### src/rtl/hazard_pkg.sv
// rtl/hazard_pkg.sv - shared types and limits for the pipeline hazard unit
package hazard_pkg;

  // Width of the wait down-counter; wide enough for the longest mul/div hold
  localparam int CNT_W = 6;

  // Legal parameter ranges, checked when the top elaborates
  localparam int LOAD_LAT_MIN = 1;
  localparam int LOAD_LAT_MAX = 15;
  localparam int MD_LAT_MIN   = 1;
  localparam int MD_LAT_MAX   = 63;

  // Controller states
  typedef enum logic [1:0] {
    ST_IDLE      = 2'd0,
    ST_LOAD_WAIT = 2'd1,
    ST_MD_WAIT   = 2'd2
  } hazard_state_e;

  // Initial counter value for a wait that lasts 'total' cycles of which
  // 'first' are spent in IDLE before the wait state is entered
  function automatic logic [CNT_W-1:0] wait_init(input int total, input int first);
    int v;
    v = total - first - 1;
    if (v < 0) begin
      v = 0;
    end
    return CNT_W'(v);
  endfunction

endpackage

### src/rtl/hazard_down_counter.sv
// rtl/hazard_down_counter.sv - loadable wait down-counter with zero flag
import hazard_pkg::*;

module hazard_down_counter #(
  parameter int W = CNT_W
) (
  input  logic         clk,
  input  logic         rst,
  input  logic         i_load,
  input  logic         i_dec,
  input  logic [W-1:0] i_load_val,
  output logic         o_zero
);

  logic [W-1:0] r_cnt;

  // Load takes priority over decrement; the count never underflows
  always_ff @(posedge clk) begin
    if (rst) begin
      r_cnt <= '0;
    end else if (i_load) begin
      r_cnt <= i_load_val;
    end else if (i_dec && (r_cnt != '0)) begin
      r_cnt <= r_cnt - W'(1);
    end
  end

  assign o_zero = (r_cnt == '0);

endmodule

### src/rtl/hazard_unit_mc.sv
// rtl/hazard_unit_mc.sv - load-use, mul/div and branch hazard controller
import hazard_pkg::*;

module hazard_unit_mc #(
  parameter int REG_W    = 5,
  parameter int LOAD_LAT = 1,
  parameter int MD_LAT   = 34,
  parameter int PERF_W   = 32
) (
  input  logic              clk,
  input  logic              rst,
  input  logic [REG_W-1:0]  id_rs1,
  input  logic [REG_W-1:0]  id_rs2,
  input  logic              id_uses_rs1,
  input  logic              id_uses_rs2,
  input  logic [REG_W-1:0]  ex_rd,
  input  logic              ex_mem_read,
  input  logic              ex_md_start,
  input  logic              branch_taken,
  output logic              stall,
  output logic              id_ex_bubble,
  output logic              ex_hold,
  output logic              if_id_flush,
  output logic              md_busy,
  output logic [PERF_W-1:0] stall_count
);

  // Reject out-of-range parameters before any simulation or synthesis
  if (LOAD_LAT < LOAD_LAT_MIN || LOAD_LAT > LOAD_LAT_MAX) begin : g_bad_load_lat
    $error("hazard_unit_mc: LOAD_LAT out of range");
  end
  if (MD_LAT < MD_LAT_MIN || MD_LAT > MD_LAT_MAX) begin : g_bad_md_lat
    $error("hazard_unit_mc: MD_LAT out of range");
  end
  if (REG_W < 1 || PERF_W < 1) begin : g_bad_width
    $error("hazard_unit_mc: REG_W and PERF_W must be at least 1");
  end

  // The first stall cycle is spent in IDLE; LOAD_WAIT covers the rest
  localparam logic [CNT_W-1:0] LOAD_INIT = wait_init(LOAD_LAT, 1);
  // The mul/div hold is MD_LAT-1 cycles, the first of which is in IDLE
  localparam logic [CNT_W-1:0] MD_INIT   = wait_init(MD_LAT - 1, 1);

  hazard_state_e     r_state;
  hazard_state_e     w_state_nxt;
  logic [PERF_W-1:0] r_stall_count;

  logic              w_hit;
  logic              w_rs1_hit;
  logic              w_rs2_hit;
  logic              w_cnt_zero;
  logic              w_cnt_load;
  logic              w_cnt_dec;
  logic [CNT_W-1:0]  w_cnt_val;

  logic              w_stall;
  logic              w_bubble;
  logic              w_hold;
  logic              w_flush;
  logic              w_busy;

  // Load-use hazard: the load in EX writes a register the ID instruction reads
  assign w_rs1_hit = id_uses_rs1 && (id_rs1 == ex_rd);
  assign w_rs2_hit = id_uses_rs2 && (id_rs2 == ex_rd);
  assign w_hit     = ex_mem_read && (ex_rd != '0) && (w_rs1_hit || w_rs2_hit);

  hazard_down_counter #(
    .W (CNT_W)
  ) u_wait_cnt (
    .clk        (clk),
    .rst        (rst),
    .i_load     (w_cnt_load),
    .i_dec      (w_cnt_dec),
    .i_load_val (w_cnt_val),
    .o_zero     (w_cnt_zero)
  );

  // Pipeline controls and next state; hazards are answered in the same cycle
  always_comb begin
    w_state_nxt = r_state;
    w_stall     = 1'b0;
    w_bubble    = 1'b0;
    w_hold      = 1'b0;
    w_flush     = 1'b0;
    w_busy      = 1'b0;
    w_cnt_load  = 1'b0;
    w_cnt_dec   = 1'b0;
    w_cnt_val   = '0;
    if (!rst) begin
      unique case (r_state)
        ST_IDLE: begin
          if (branch_taken) begin
            // Squash both younger instructions; the branch wins over any hazard
            w_flush  = 1'b1;
            w_bubble = 1'b1;
          end else if (w_hit) begin
            w_stall  = 1'b1;
            w_bubble = 1'b1;
            if (LOAD_LAT > 1) begin
              w_state_nxt = ST_LOAD_WAIT;
              w_cnt_load  = 1'b1;
              w_cnt_val   = LOAD_INIT;
            end
          end else if (ex_md_start && (MD_LAT > 1)) begin
            w_stall = 1'b1;
            w_hold  = 1'b1;
            w_busy  = 1'b1;
            if (MD_LAT > 2) begin
              w_state_nxt = ST_MD_WAIT;
              w_cnt_load  = 1'b1;
              w_cnt_val   = MD_INIT;
            end
          end
        end
        ST_LOAD_WAIT: begin
          w_stall  = 1'b1;
          w_bubble = 1'b1;
          if (w_cnt_zero) begin
            w_state_nxt = ST_IDLE;
          end else begin
            w_cnt_dec = 1'b1;
          end
        end
        ST_MD_WAIT: begin
          w_stall = 1'b1;
          w_hold  = 1'b1;
          w_busy  = 1'b1;
          if (w_cnt_zero) begin
            w_state_nxt = ST_IDLE;
          end else begin
            w_cnt_dec = 1'b1;
          end
        end
        default: begin
          w_state_nxt = ST_IDLE;
        end
      endcase
    end
  end

  // State register and stall performance counter
  always_ff @(posedge clk) begin
    if (rst) begin
      r_state       <= ST_IDLE;
      r_stall_count <= '0;
    end else begin
      r_state <= w_state_nxt;
      if (w_stall) begin
        r_stall_count <= r_stall_count + PERF_W'(1);
      end
    end
  end

  assign stall        = w_stall;
  assign id_ex_bubble = w_bubble;
  assign ex_hold      = w_hold;
  assign if_id_flush  = w_flush;
  assign md_busy      = w_busy;
  assign stall_count  = r_stall_count;

endmodule

### config.mk
export PLATFORM = sky130hd
export DESIGN_NAME = hazard_unit_mc
export DESIGN_NICKNAME = d
export VERILOG_FILES = /design/src/rtl/hazard_pkg.sv /design/src/rtl/hazard_down_counter.sv /design/src/rtl/hazard_unit_mc.sv
export SDC_FILE = /design/constraint.sdc
export NUM_CORES = 1
export LEC_CHECK = 0
export ABC_AREA = 1
export BUFFER_PORTS_ARGS = -buffer_cell sky130_fd_sc_hd__buf_2
export CAP_MARGIN = 20
export CORE_UTILIZATION = 30
export CTS_BUF_LIST = sky130_fd_sc_hd__clkbuf_16
export DETAILED_ROUTE_END_ITERATION = 8
export PLACE_DENSITY = 0.52
export SLEW_MARGIN = 20
export SYNTH_ARGS = -nofsm -noshare
export SYNTH_HDL_FRONTEND = slang
export SYNTH_SLANG_ARGS = --single-unit
### constraint.sdc
create_clock -name clk -period 1.4 [get_ports clk]
set_clock_uncertainty 0.05 [all_clocks]
set_input_delay 0.28 -clock clk [delete_from_list [all_inputs] [get_ports clk]]
set_output_delay 0.28 -clock clk [all_outputs]
set_load 0.01 [all_outputs]
==> metrics.md <==
| Metric | Value |
|---|---|
| Status | `complete, but fails checks` |
| Failing checks | `design-rule violations, negative setup slack` |
| DRT iter0 DRCs | `approximately 130` |
| TritonCTS buffer count | `5` |
| Endpoints failing setup | `31` |
| Register area | `831 um^2` |
| Hold_sp | `rst` |
| RePlAce Congestion | `slightly above 0.9` |
| RR Endpoint | `stall_count[7]$_SDFFE_PP0P_` |
| Worst Reg-to-Reg Cells | `8` |
| DRT Pass-1 Iters | `6` |
| Power per Cell Area | `between 600 and 700 nW/um^2` |
| Largest net degree at the start of global routing | `31` |
| Placed cell area | `around 3500 um^2` |
| P_leak | `0.00218 uW` |
| Sequential-to-total area share from yosys stat | `28.4%` |
| Final hold violation count | `0` |
| Met3 Use GR | `between 2 and 3%` |
| Largest stage delay, worst path | `roughly 180 ps` |
| Share of layout cells above drive strength 1 | `about three fifths` |
| Setup TNS | `-1590 ps` |
| First-pass GRT wire length | `16000 um` |
| Vias | `3369` |
| Syn. warnings | `0` |
| Syn Inst Count | `around 460` |
| Max Slew Vio Count | `0` |
| Hold Crit Depth | `3` |
| CP Class | `input port to primary output` |
| N_diodes | `0` |
| Startpoint Class | `input port` |
| Die Wd | `between 90 and 100 um` |
| Min Tclk post-route | `between 1500 and 2000 ps` |
| Share of flip-flops with an asynchronous set or reset | `0%` |
| Max Cap Viol | `0` |
| Starting Density | `31.2%` |
| Sink Count | `39` |
| H-tree depth | `2` |
| Total Routing Usage GR | `about a fifth` |
| Antenna Violating Nets Remaining | `0` |
| Yosys cell types | `26` |
| Hpwl dp | `about 6700 um` |
| Post-Route WL | `roughly 10000 um` |
| Vias in the first global route | `3296` |
| Critical-path top delay cell | `o21a_1` |
| Synthesized Nets | `roughly 480` |
| Clk Latency, worst-skew pair | `between 200 and 300 ps` |
| Required time of the worst setup path | `roughly 1100 ps` |
| Count leader, synth | `nand2_1` |
| Post-synth top flop | `dfxtp_1` |
| Mapped Area | `about 2800 um^2` |
| Drt drc | `8` |
| Fill cell count | `between 800 and 900` |
| Die footprint | `between 9000 and 10000 um^2` |
| Post-synth top area share | `28.4%` |
| Dominant cell type by area after synthesis | `dfxtp_1` |
| Final Cycle Share | `114%` |
| Worst Path Buf+Inv | `2` |
| Worst setup EP type | `primary output` |
| Initial antenna violation count | `0` |
| Average vias per placed instance | `roughly 4.8` |
| Peak supply drop | `approximately 0.39 mV` |
| WHS Endpoint | `u_wait_cnt.r_cnt[1]$_SDFFE_PP0P_` |
| GR Layer Usage met2 | `a little over a third` |
| Final total power | `2980 uW` |
| Fin nets | `612` |
| P&R area growth vs syn | `72.8%` |
| Area contributors post-synth | `dfxtp_1 (28%), nand2_1 (24%), nor2_1 (8.3%), nand3_1 (6.7%), a21oi_1 (5.3%)` |
| Top Usage Layer GRT | `met2` |
| Fin worst setup slack | `-194 ps` |
| Total grt overflow | `0` |
| Slew @ Worst Pin | `about 460 ps` |
| CTS tree | `done` |
| Row Count | `34` |
| Post-Place Setup Slack | `-318 ps` |
| #FFs+latches synth | `39` |
| Crit path max fanout | `4` |
| R2R setup slack | `-60 ps` |
| GR Util met1 | `approximately 28%` |
| Die H | `97.8 um` |
| Top Family by Delay on Critical Path | `simple AND/OR/NAND/NOR gates` |
| I/O pins | `59` |
| Reg clk slew, reported paths | `60 ps` |
| Critical Path AT | `1260 ps` |
| Max Fclk | `~630 MHz` |
| Most frequent CP cell | `nand2_2` |
| Unrepaired setup endpoints after global routing | `true` |
| Root Driver | `clkbuf_16` |
| Synth Area per Inst | `between 6 and 7 um^2` |
| EDFF count, synth | `0` |
| Top post-synthesis cells by count | `nand2_1 (176), nor2_1 (61), dfxtp_1 (39)` |
| Core area | `8810 um^2` |
| CTS max path bufs | `2` |
| Worst Hold Class | `input port to register` |
| Critical R2R Launch | `stall_count[1]$_SDFFE_PP0P_` |
| Footprint of the multi-input gates | `2350 um^2` |
| Slew Limit Headroom | `between 60 and 70%` |
| Design Area, Final | `4750 um^2` |
| Critical path, cell by cell | `buf_8 > nand2_2 > nand2_1 > nor2_1 > nand3_1 > nand2_1 > nand2_2 > nand2_2 > nor2_2 > o21a_1 > buf_2` |
| WL per Instance | `about 14 um` |
| WHS | `about 360 ps` |
| Cts hold-fix bufs | `0` |
| I/O Buffers | `58` |
layout make-up:
type                    instances  area share, %
clock buffers                   5           2.63
well taps                     108           2.84
inverters                      37           3.82
flip-flops and latches         39           17.5
repair buffers                137           23.7
clock inverters                 2          0.158
multi-input cells             368           49.4
worst reg2reg max path, cell delays in order, from the launching register on:
cell and delay (ps):
dfxtp_4 370, buf_6 100, nand2_4 60, nor2_4 170
nand2_4 100, buf_4 150, xnor2_1 170, nand3_2 100
a21oi_2 130
cell families after synthesis:
| group | count (synthesis) | share of synthesized area (%) |
|---|---|---|
| AOI/OAI and AO/OA | 40 | 7.73 |
| xor gates and xnor gates | 15 | 4.77 |
| adders and majority gates | 2 | 0.909 |
| buffers and inverters | 51 | 9.00 |
| DFF | 39 | 28.4 |
| and+or+nand+nor | 311 | 49.2 |
cells in the final DEF, fill, tap and decap left out, drive strengths merged:
master and n:
o21a 1, nor2 71, o21bai 1, ha 2
clkbuf 6, nand4 2, a21oi 31, buf 136
o21ai 7, nor3 4, xor2 11, dfxtp 39
inv 39, xnor2 4, nand3 37, nand2 183
nand3b 14
sequential cells by signal, summed over array words and instances, names as in the netlist:
name,cells
r_state,1
u_wait_cnt.r_cnt,6
stall_count,32
per-layer routing:
| layer | vias up | share of wire (%) |
|---|---|---|
| li1 | 1712 | - |
| met4 | 0 | 0.72 |
| met3 | 10 | 3.7 |
| met2 | 63 | 50 |
| met1 | 1584 | 45 |
| met5 | - | 0 |
worst max path at each step:
| stage | startpoint | end | slack (ps) | cells past startpoint |
|---|---|---|---|---|
| floorplan | id_rs1[2] | md_busy | -90 | 11 |
| detailed placement | ex_rd[3] | ex_hold | -320 | 12 |
| finish | ex_rd[4] | md_busy | -190 | 11 |
| CTS | ex_rd[4] | ex_hold | -190 | 12 |
| global route | id_rs1[4] | md_busy | -270 | 12 |
| global placement | ex_rd[3] | md_busy | -310 | 12 |
metrics by stage:
stage	std cells	util, %
floorplan	458	-
finish	696	54.0
detailed placement	665	40.3
global route	696	54.0
CTS	693	47.7
global placement	665	40.3
power by group:
| group | internal [uW] | switching, uW |
|---|---|---|
| combinational | 367 | 380 |
| sequential | 1130 | 27.5 |
| clock | 637 | 440 |
| total | 2130 | 848 |
what timing repair did:
item / CTS / global route
setup buffers: 17 / 5
pin swaps: 34 / 83
cloned: 4 / 1
resized for setup: 98 / 166
setup endpoints to repair: 37 / 44
Note: power is estimated with default switching activity, not from simulation.
